**config.mk**
```make
export PLATFORM = sky130hd
export DESIGN_NAME = alu_issue_unit
export DESIGN_NICKNAME = d
export VERILOG_FILES = /design/src/rtl/alu_issue_unit.sv
export SDC_FILE = /design/constraint.sdc
export NUM_CORES = 1
export LEC_CHECK = 0
export CORE_MARGIN = 5
export CORE_UTILIZATION = 23
export DETAILED_ROUTE_END_ITERATION = 12
export HOLD_SLACK_MARGIN = 0.1
export PLACE_DENSITY = 0.38
export SLEW_MARGIN = 15
export SYNTH_ARGS = -nofsm -noshare
export SYNTH_HDL_FRONTEND = slang
export SYNTH_SLANG_ARGS = --single-unit
```
**constraint.sdc**
```tcl
create_clock -name clk -period 2.3 [get_ports clk]
set_input_delay 0.23 -clock clk [delete_from_list [all_inputs] [get_ports clk]]
set_output_delay 0.23 -clock clk [all_outputs]
set_load 0.01 [all_outputs]
```
**src/rtl/alu_issue_unit.sv**
```systemverilog
// Command FIFO in front of an external combinational ALU, with a single result register.
// Optional macro ALU_NOP_FILTER_EN: NOP opcodes (1101-1111) are accepted but dropped.
module alu_issue_unit #(
  parameter int DEPTH = 4
) (
  input  logic                     clk,
  input  logic                     rst,
  input  logic                     in_valid,
  output logic                     in_ready,
  input  logic [3:0]               in_ctrl,
  input  logic [7:0]               in_x,
  input  logic [7:0]               in_y,
  output logic [3:0]               alu_ctrl,
  output logic [7:0]               alu_x,
  output logic [7:0]               alu_y,
  input  logic [7:0]               alu_out,
  input  logic                     alu_carry,
  output logic                     out_valid,
  input  logic                     out_ready,
  output logic [7:0]               out_data,
  output logic                     out_carry,
  output logic [3:0]               out_ctrl,
  output logic [$clog2(DEPTH):0]   count
);
  localparam int AW = $clog2(DEPTH);
  localparam int CW = AW + 1;

  typedef struct packed {
    logic [3:0] ctrl;
    logic [7:0] x;
    logic [7:0] y;
  } cmd_t;

  typedef enum logic {S_EMPTY, S_FULL} state_t;

  cmd_t          mem_q [DEPTH];
  logic [AW-1:0] wr_ptr_q, wr_ptr_d, rd_ptr_q, rd_ptr_d;
  logic [CW-1:0] count_q, count_d;
  state_t        state_q, state_d;
  logic [7:0]    out_data_q;
  logic          out_carry_q;
  logic [3:0]    out_ctrl_q;
  logic          push, wr_en, issue, not_empty;
  cmd_t          head;

  assign not_empty = (count_q != '0);
  assign in_ready  = !rst && (count_q != CW'(DEPTH));
  assign push      = in_valid && in_ready;
`ifdef ALU_NOP_FILTER_EN
  // Handshake completes for NOPs, but nothing is queued.
  assign wr_en     = push && (in_ctrl < 4'd13);
`else
  assign wr_en     = push;
`endif
  assign issue     = !rst && not_empty && (!out_valid || out_ready);
  assign head      = mem_q[rd_ptr_q];

  always_comb begin
    alu_ctrl = 4'b1101;
    alu_x    = 8'h00;
    alu_y    = 8'h00;
    if (not_empty) begin
      alu_ctrl = head.ctrl;
      alu_x    = head.x;
      alu_y    = head.y;
    end
  end

  always_comb begin
    wr_ptr_d = wr_en ? wr_ptr_q + AW'(1) : wr_ptr_q;
    rd_ptr_d = issue ? rd_ptr_q + AW'(1) : rd_ptr_q;
    count_d  = count_q;
    case ({wr_en, issue})
      2'b10:   count_d = count_q + CW'(1);
      2'b01:   count_d = count_q - CW'(1);
      default: count_d = count_q;
    endcase
  end

  always_ff @(posedge clk) begin
    if (rst) begin
      wr_ptr_q <= '0;
      rd_ptr_q <= '0;
      count_q  <= '0;
    end else begin
      wr_ptr_q <= wr_ptr_d;
      rd_ptr_q <= rd_ptr_d;
      count_q  <= count_d;
    end
  end

  always_ff @(posedge clk) begin
    if (wr_en) mem_q[wr_ptr_q] <= '{ctrl: in_ctrl, x: in_x, y: in_y};
  end

  // Output-register control FSM
  always_ff @(posedge clk) begin
    if (rst) state_q <= S_EMPTY;
    else     state_q <= state_d;
  end

  always_comb begin
    state_d = state_q;
    case (state_q)
      S_EMPTY: if (issue) state_d = S_FULL;
      S_FULL:  if (out_ready && !issue) state_d = S_EMPTY;
      default: state_d = S_EMPTY;
    endcase
  end

  always_comb begin
    out_valid = (state_q == S_FULL);
  end

  always_ff @(posedge clk) begin
    if (rst) begin
      out_data_q  <= 8'h00;
      out_carry_q <= 1'b0;
      out_ctrl_q  <= 4'b0000;
    end else if (issue) begin
      out_data_q  <= alu_out;
      out_carry_q <= alu_carry;
      out_ctrl_q  <= head.ctrl;
    end
  end

  assign out_data  = out_data_q;
  assign out_carry = out_carry_q;
  assign out_ctrl  = out_ctrl_q;
  assign count     = count_q;
endmodule

```
==> results of run 1 <==
flip-flops by register name, summed over array words and instances (netlist names), named ones only:
signal and flops:
wr_ptr_q 2, out_ctrl 4, mem_q 80, rd_ptr_q 2, out_carry 1, count 3, out_valid 1, out_data 8
layer usage:
layer	wire length (um)	vias up	global-route usage	share of wire
li1	-	1048	-	-
met1	4090	1108	0.118	0.45
met2	4350	47	0.148	0.48
met3	388	11	0.0265	0.043
met4	187	0	0.0480	0.021
met5	0	-	0	0
stage by stage:
step / hold slack, ns / utilization / setup WS, ns
2_1_floorplan: 0.329 / - / 0.105
3_3_place_gp: 0.477 / 0.299 / 0.0483
3_5_place_dp: 0.478 / 0.299 / 0.00794
4_1_cts: 0.465 / 0.318 / 0.00731
5_1_grt: 0.480 / 0.319 / 0.0430
6_report: 0.479 / 0.319 / 0.106
cell type report:
| cell class | instances | area share |
|---|---|---|
| repair buffers | 89 | 0.164 |
| multi-input cells | 108 | 0.201 |
| inverters | 8 | 0.00545 |
| clock buffers | 10 | 0.0416 |
| clock inverters | 6 | 0.0164 |
| well taps | 225 | 0.0511 |
| flip-flops and latches | 103 | 0.521 |
critical path: stages (launching register included):
cell           delay, ns
dfxtp_4             0.35
buf_4               0.13
mux4_2              0.51
or2_2               0.32
dlygate4sd2_1       0.30
repair_timing:
action                     in CTS  in global routing
setup endpoints to repair      20                  5
hold endpoints to repair        0                  0
gates resized for setup        25                  3
buffers inserted                0                  1
cloned                          0                  0
path summary, 6_finish.rpt:
| check | start | end | cells past startpoint | slack, ns |
|---|---|---|---|---|
| min | alu_out[5] | out_data[5] | 2 | 0.48 |
| max reg2reg | count[2] | count[2] | 10 | 0.23 |
| max | flop | alu_ctrl[3] | 4 | 0.11 |
| min reg2reg | out_ctrl[3] | out_ctrl[3] | 2 | 0.49 |
cell usage in the layout (no fill, tap or decap), drive strengths merged, types with 3 or more instances in the layout:
cell,count
edfxtp,80
clkdlybuf4s50,50
dfxtp,23
and2,21
mux4,20
buf,19
dlygate4sd2,18
nor2b,10
mux2,10
clkbuf,10
inv,9
nor2,5
nand2,5
a21oi,5
ha,5
nand4,4
o211ai,4
or2,3
cells by family (layout without fill, tap and decap cells):
family	Yosys count	count (layout)	synth area share
adder cells (fa/ha/maj)	6	6	0.0204
AO/OA/AOI/OAI	13	13	0.0210
XOR/XNOR	2	2	0.00432
buffers and inverters	18	113	0.0225
flip-flops	103	103	0.706
AND/OR/NAND/NOR	56	56	0.0843
multiplexers	31	31	0.141
where the power goes:
group / total (mW) / leakage (nW) / internal, mW / switching, mW
Combinational: 2.08 / 0.849 / 1.12 / 0.958
Sequential: 2.37 / 0.917 / 2.25 / 0.127
Clock: 1.64 / 0.153 / 0.960 / 0.676
Total: 6.09 / 1.92 / 4.33 / 1.76
==> run_results.csv, run 1 <==
group,metric,value,unit
critical_path,arrival,1.96,ns
synth,yosys_register_bits,103,
clocking,clockRootBuffer,"clkbuf_16",
floorplan,die_width,143,um
placement,port_buffers,70,
pwr,p_leak,1.92,nW
cells_and_area,diodes,0,
routing,vias,2214,
status,status,"completed",
clocking,clock_latency,0.35,ns
cells_and_area,fillerInstances,1739,
pwr,power.density,1110,nW/um^2
sta,hold_viol,0,
floorplan,die_area,20400,sq um
placement,dp_cells,532,
synth,netlist_top_cells_area,"edfxtp_1, dfxtp_1, mux4_2",
synth,ys_top_cells_by_count,"edfxtp_1, dfxtp_1, and2_1",
clocking,holdBufCountCts,0,
synth,syn_avg_cell_area,17.7,sq um
sta,slew_violations,0,
clocking,cts.path.max_buffers,2,
critical_path,cp-end-kind,"primary output",
routing,drt_wl_total,9020,um
pwr,power.total,6.09,mW
routing,drtAntennaViolNets,0,
synth,synth-edff-count,80,
cells_and_area,final_area,5510,sq um
synth,yosysMostFrequentCell,"edfxtp_1",
routing,drt_iter0_drc,114,
cells_and_area,multi_input_area,1100,sq um
floorplan,initial_utilization,0.234,
sta,max_slew.worst_pin.slew,0.293,ns
routing,drc,0,
clocking,cts_buffers,9,
synth,synth_warnings,0,
critical_path,worstSetupStartpointType,"flop",
critical_path,timing_worst_setup_path_type,"flop to primary output",
synth,syn_area,4050,sq um
clocking,htree_num_levels,3,
run,drv_cap,0,
sta,setup_viol,0,
worst_hold_path,hold_path.class,"input pin to flop",
sta,finalSetupTns,0,ns
synth,synth-async-reset-ratio,0,
sta,slew_headroom,0.805,
synth,synthDistinctLibCells,35,
clocking,clk_pin_slew,0.07,ns
synth,yosysTopAreaCell,"edfxtp_1",
floorplan,core-area,17300,sq um
grt,grt_max_degree,23,
floorplan,rows,48,
floorplan,io_pins,71,
cells_and_area,syn_to_final_growth,35.9,%
grt,overflow,0,
sta,min_period_over_period,0.954,
grt,gr-usage-all-layers,0.0938,
critical_path,critPathMaxFanout,3,
routing,detail_route.vias_per_cell,4.03,
grt,antenna_found_initial,0,
routing,firstDrtPassIters,4,
synth,syn_inst,229,
synth,syn-num-nets,268,
cells_and_area,final_cells,549,
sta,rsz0062_at_grt,"no",
placement,dp.final_hpwl,5900,um
sta,finClkSkew,0.0109,ns
pwr,peakVddDrop,0.373,mV
routing,wl_per_cell,16.4,um
placement,dpl-instance-area,5180,sq um
placement,place_congestion,0.638,
cells_and_area,layout-drive-gt1-share,0.231,
synth,synth_ff_type,"edfxtp_1",
sta,period_minus_slack,2.19,ns
synth,ys_seq_area_frac,0.706,
grt,grt_pass1_vias,2373,
clocking,clkSinkCount,103,
floorplan,die_h,143,um
synth,synth_top_cell_area_share,0.593,
grt,grt_pass1_wl,13900,um
critical_path,crit_required,2.07,ns
cells_and_area,final-seq-area,2870,sq um
sta,fmax,0.456,GHz
clocking,cts_tree,"yes",
cells_and_area,nets,358,
No activity file was read; power rests on OpenSTA's default activity.
==> run 2, diff against run 1 <==
--- a/config.mk
+++ b/config.mk
@@ -10,6 +10,7 @@
 export DETAILED_ROUTE_END_ITERATION = 12
 export HOLD_SLACK_MARGIN = 0.1
 export PLACE_DENSITY = 0.38
+export RECOVER_POWER = 50
 export SLEW_MARGIN = 15
 export SYNTH_ARGS = -nofsm -noshare
 export SYNTH_HDL_FRONTEND = slang
==> run 2 against run 1 <==
Effect of this change: count of clock-buffer cells in the layout unchanged; utilization down 0.094 points; global-route usage unchanged; combinational power down 3%; fmax about the same; routed wire length up 0.22%; first-iteration DRC count unchanged; register-to-register slack about the same; largest power group unchanged; highest routed layer is now met5.
==> run_results.csv, run 2 (synthesized netlist as in run 1, its figures left out) <==
group,metric,value,unit
status,status,"completed",
run,drv_cap,0,
clocking,clock_latency,0.35,ns
clocking,cts_tree,"yes",
cells_and_area,mostFrequentLayoutCells,"edfxtp_1, dlygate4sd3_1, and2_1, mux4_2, dfxtp_1",
critical_path,critical-path-top-delay-family,"multiplexers",
cells_and_area,top_register,"mem_q",
placement,place_congestion,0.638,
clocking,clk_pin_slew,0.07,ns
critical_path,timing_worst_setup_path_type,"flop to primary output",
critical_path,reg2reg_depth,10,
sta,fmax,0.456,GHz
grt,antenna_found_initial,1,
cells_and_area,final_cells,549,
cells_and_area,layout-drive-gt1-share,0.219,
critical_path,critPathMaxFanout,3,
routing,drt_wl_total,9040,um
cells_and_area,final_common_cell,"edfxtp_1",
sta,finalSetupTns,0,ns
critical_path,worstSetupStartpointType,"flop",
grt,grt_pass1_wl,13900,um
cells_and_area,finalCoreUtilization,0.318,
sta,slew_violations,0,
sta,rsz0062_at_grt,"no",
pwr,power.density,1100,nW/um^2
routing,detail_route.vias_per_cell,4.05,
critical_path,crit_required,2.07,ns
sta,slew_headroom,0.576,
worst_hold_path,hold_depth,2,
cells_and_area,largest_reg_flops,80,
grt,grt_pass1_vias,2373,
worst_hold_path,hold_path.class,"input pin to flop",
placement,dpl-instance-area,5180,sq um
clocking,htree_num_levels,3,
grt,grt_max_degree,23,
floorplan,rows,48,
critical_path,arrival,1.97,ns
pwr,p_leak,1.95,nW
floorplan,die_width,143,um
routing,drtAntennaViolNets,0,
sta,timing.hold.ws,0.479,ns
floorplan,die_area,20400,sq um
clocking,clockRootBuffer,"clkbuf_16",
placement,dp_cells,532,
cells_and_area,nets,358,
placement,port_buffers,70,
critical_path,crit_buf_inv,2,
floorplan,initial_utilization,0.234,
routing,drc,0,
cells_and_area,diodes,0,
floorplan,die_h,143,um
critical_path,cpMaxStageDelayCell,"mux4_2",
floorplan,io_pins,71,
routing,vias,2221,
sta,max_slew.worst_pin.slew,0.636,ns
critical_path,critical_path_cell_count,4,
critical_path,cp-end-kind,"primary output",
cells_and_area,final_area,5490,sq um
grt,overflow,0,
sta,min_period_over_period,0.954,
critical_path,worstPathCellList,"buf_4 -> mux4_2 -> or2_2 -> dlygate4sd2_1",
grt,gr-usage-all-layers,0.0938,
cells_and_area,syn_to_final_growth,35.5,%
clocking,cts_buffers,9,
pwr,peakVddDrop,0.373,mV
routing,firstDrtPassIters,4,
sta,setup_viol,0,
sta,finClkSkew,0.0116,ns
placement,dp.final_hpwl,5900,um
sta,period_minus_slack,2.20,ns
sta,hold_viol,0,
routing,wl_per_cell,16.5,um
clocking,clkSinkCount,103,
routing,drt_iter0_drc,114,
clocking,cts.path.max_buffers,2,
floorplan,core-area,17300,sq um
critical_path,cp_slowest_stage_delay,0.51,ns
==> run 2: changes by cell type in the layout (fill, tap and decap cells not counted), sizes merged <==
cell,before,now
dlygate4sd3,0,33
clkbuf,10,12
buf,19,17
clkdlybuf4s50,50,17
==> run 2: final cells by class <==
type | count | area [sq um]
fill | 1745 | 11800
inverter | 8 | 30.0
timing repair buffer | 89 | 893
clock inverter | 6 | 90.1
tap | 225 | 282
multi-input combinational | 108 | 1100
clock buffer | 10 | 229
sequential | 103 | 2870
==> run 2: worst register-to-register path, cell delays in order, from the launching register on <==
cell,delay [ns]
dfxtp_1,0.37
nor3b_1,0.19
buf_4,0.15
nor3b_2,0.05
inv_1,0.06
ha_1,0.17
inv_1,0.06
fa_1,0.37
xor2_1,0.15
or3_1,0.30
a21oi_1,0.13
==> run 2: worst paths after layout <==
path | endpoint | slack, ns | from
worst max-delay path | alu_ctrl[3] | 0.10 | flop
worst min-delay path | out_data[5] | 0.48 | alu_out[5]
worst max register to register | count[2] | 0.23 | count[1]
worst min register to register | out_ctrl[3] | 0.49 | out_ctrl[3]
==> run 2: per-stage QoR <==
step | setup slack (ns) | total power [mW]
after CTS | 0.00731 | 6.22
final | 0.105 | 6.03
after global placement | 0.0483 | 4.67
after global routing | 0.0430 | 6.40
after detailed placement | 0.00794 | 4.66
after floorplan | 0.105 | 3.49
==> run 2: metal layers <==
| metal | routed length, um | vias up | track usage |
|---|---|---|---|
| met2 | 4360 | 47 | 0.148 |
| met4 | 189 | 2 | 0.0480 |
| met5 | 13 | - | 0 |
| li1 | - | 1050 | - |
| met1 | 4100 | 1109 | 0.118 |
| met3 | 374 | 13 | 0.0265 |
==> run 2: timing repair <==
action                                 CTS  global route
resized for setup                       25             3
setup endpoints to repair               20             5
hold buffers                             0             0
endpoints found under the hold margin    0             0
buffers inserted                         0             1
cloned                                   0             0
==> run 2: power breakdown <==
group,internal [mW],switching (mW)
combinational,1.06,0.959
clock,0.960,0.677
sequential,2.25,0.120
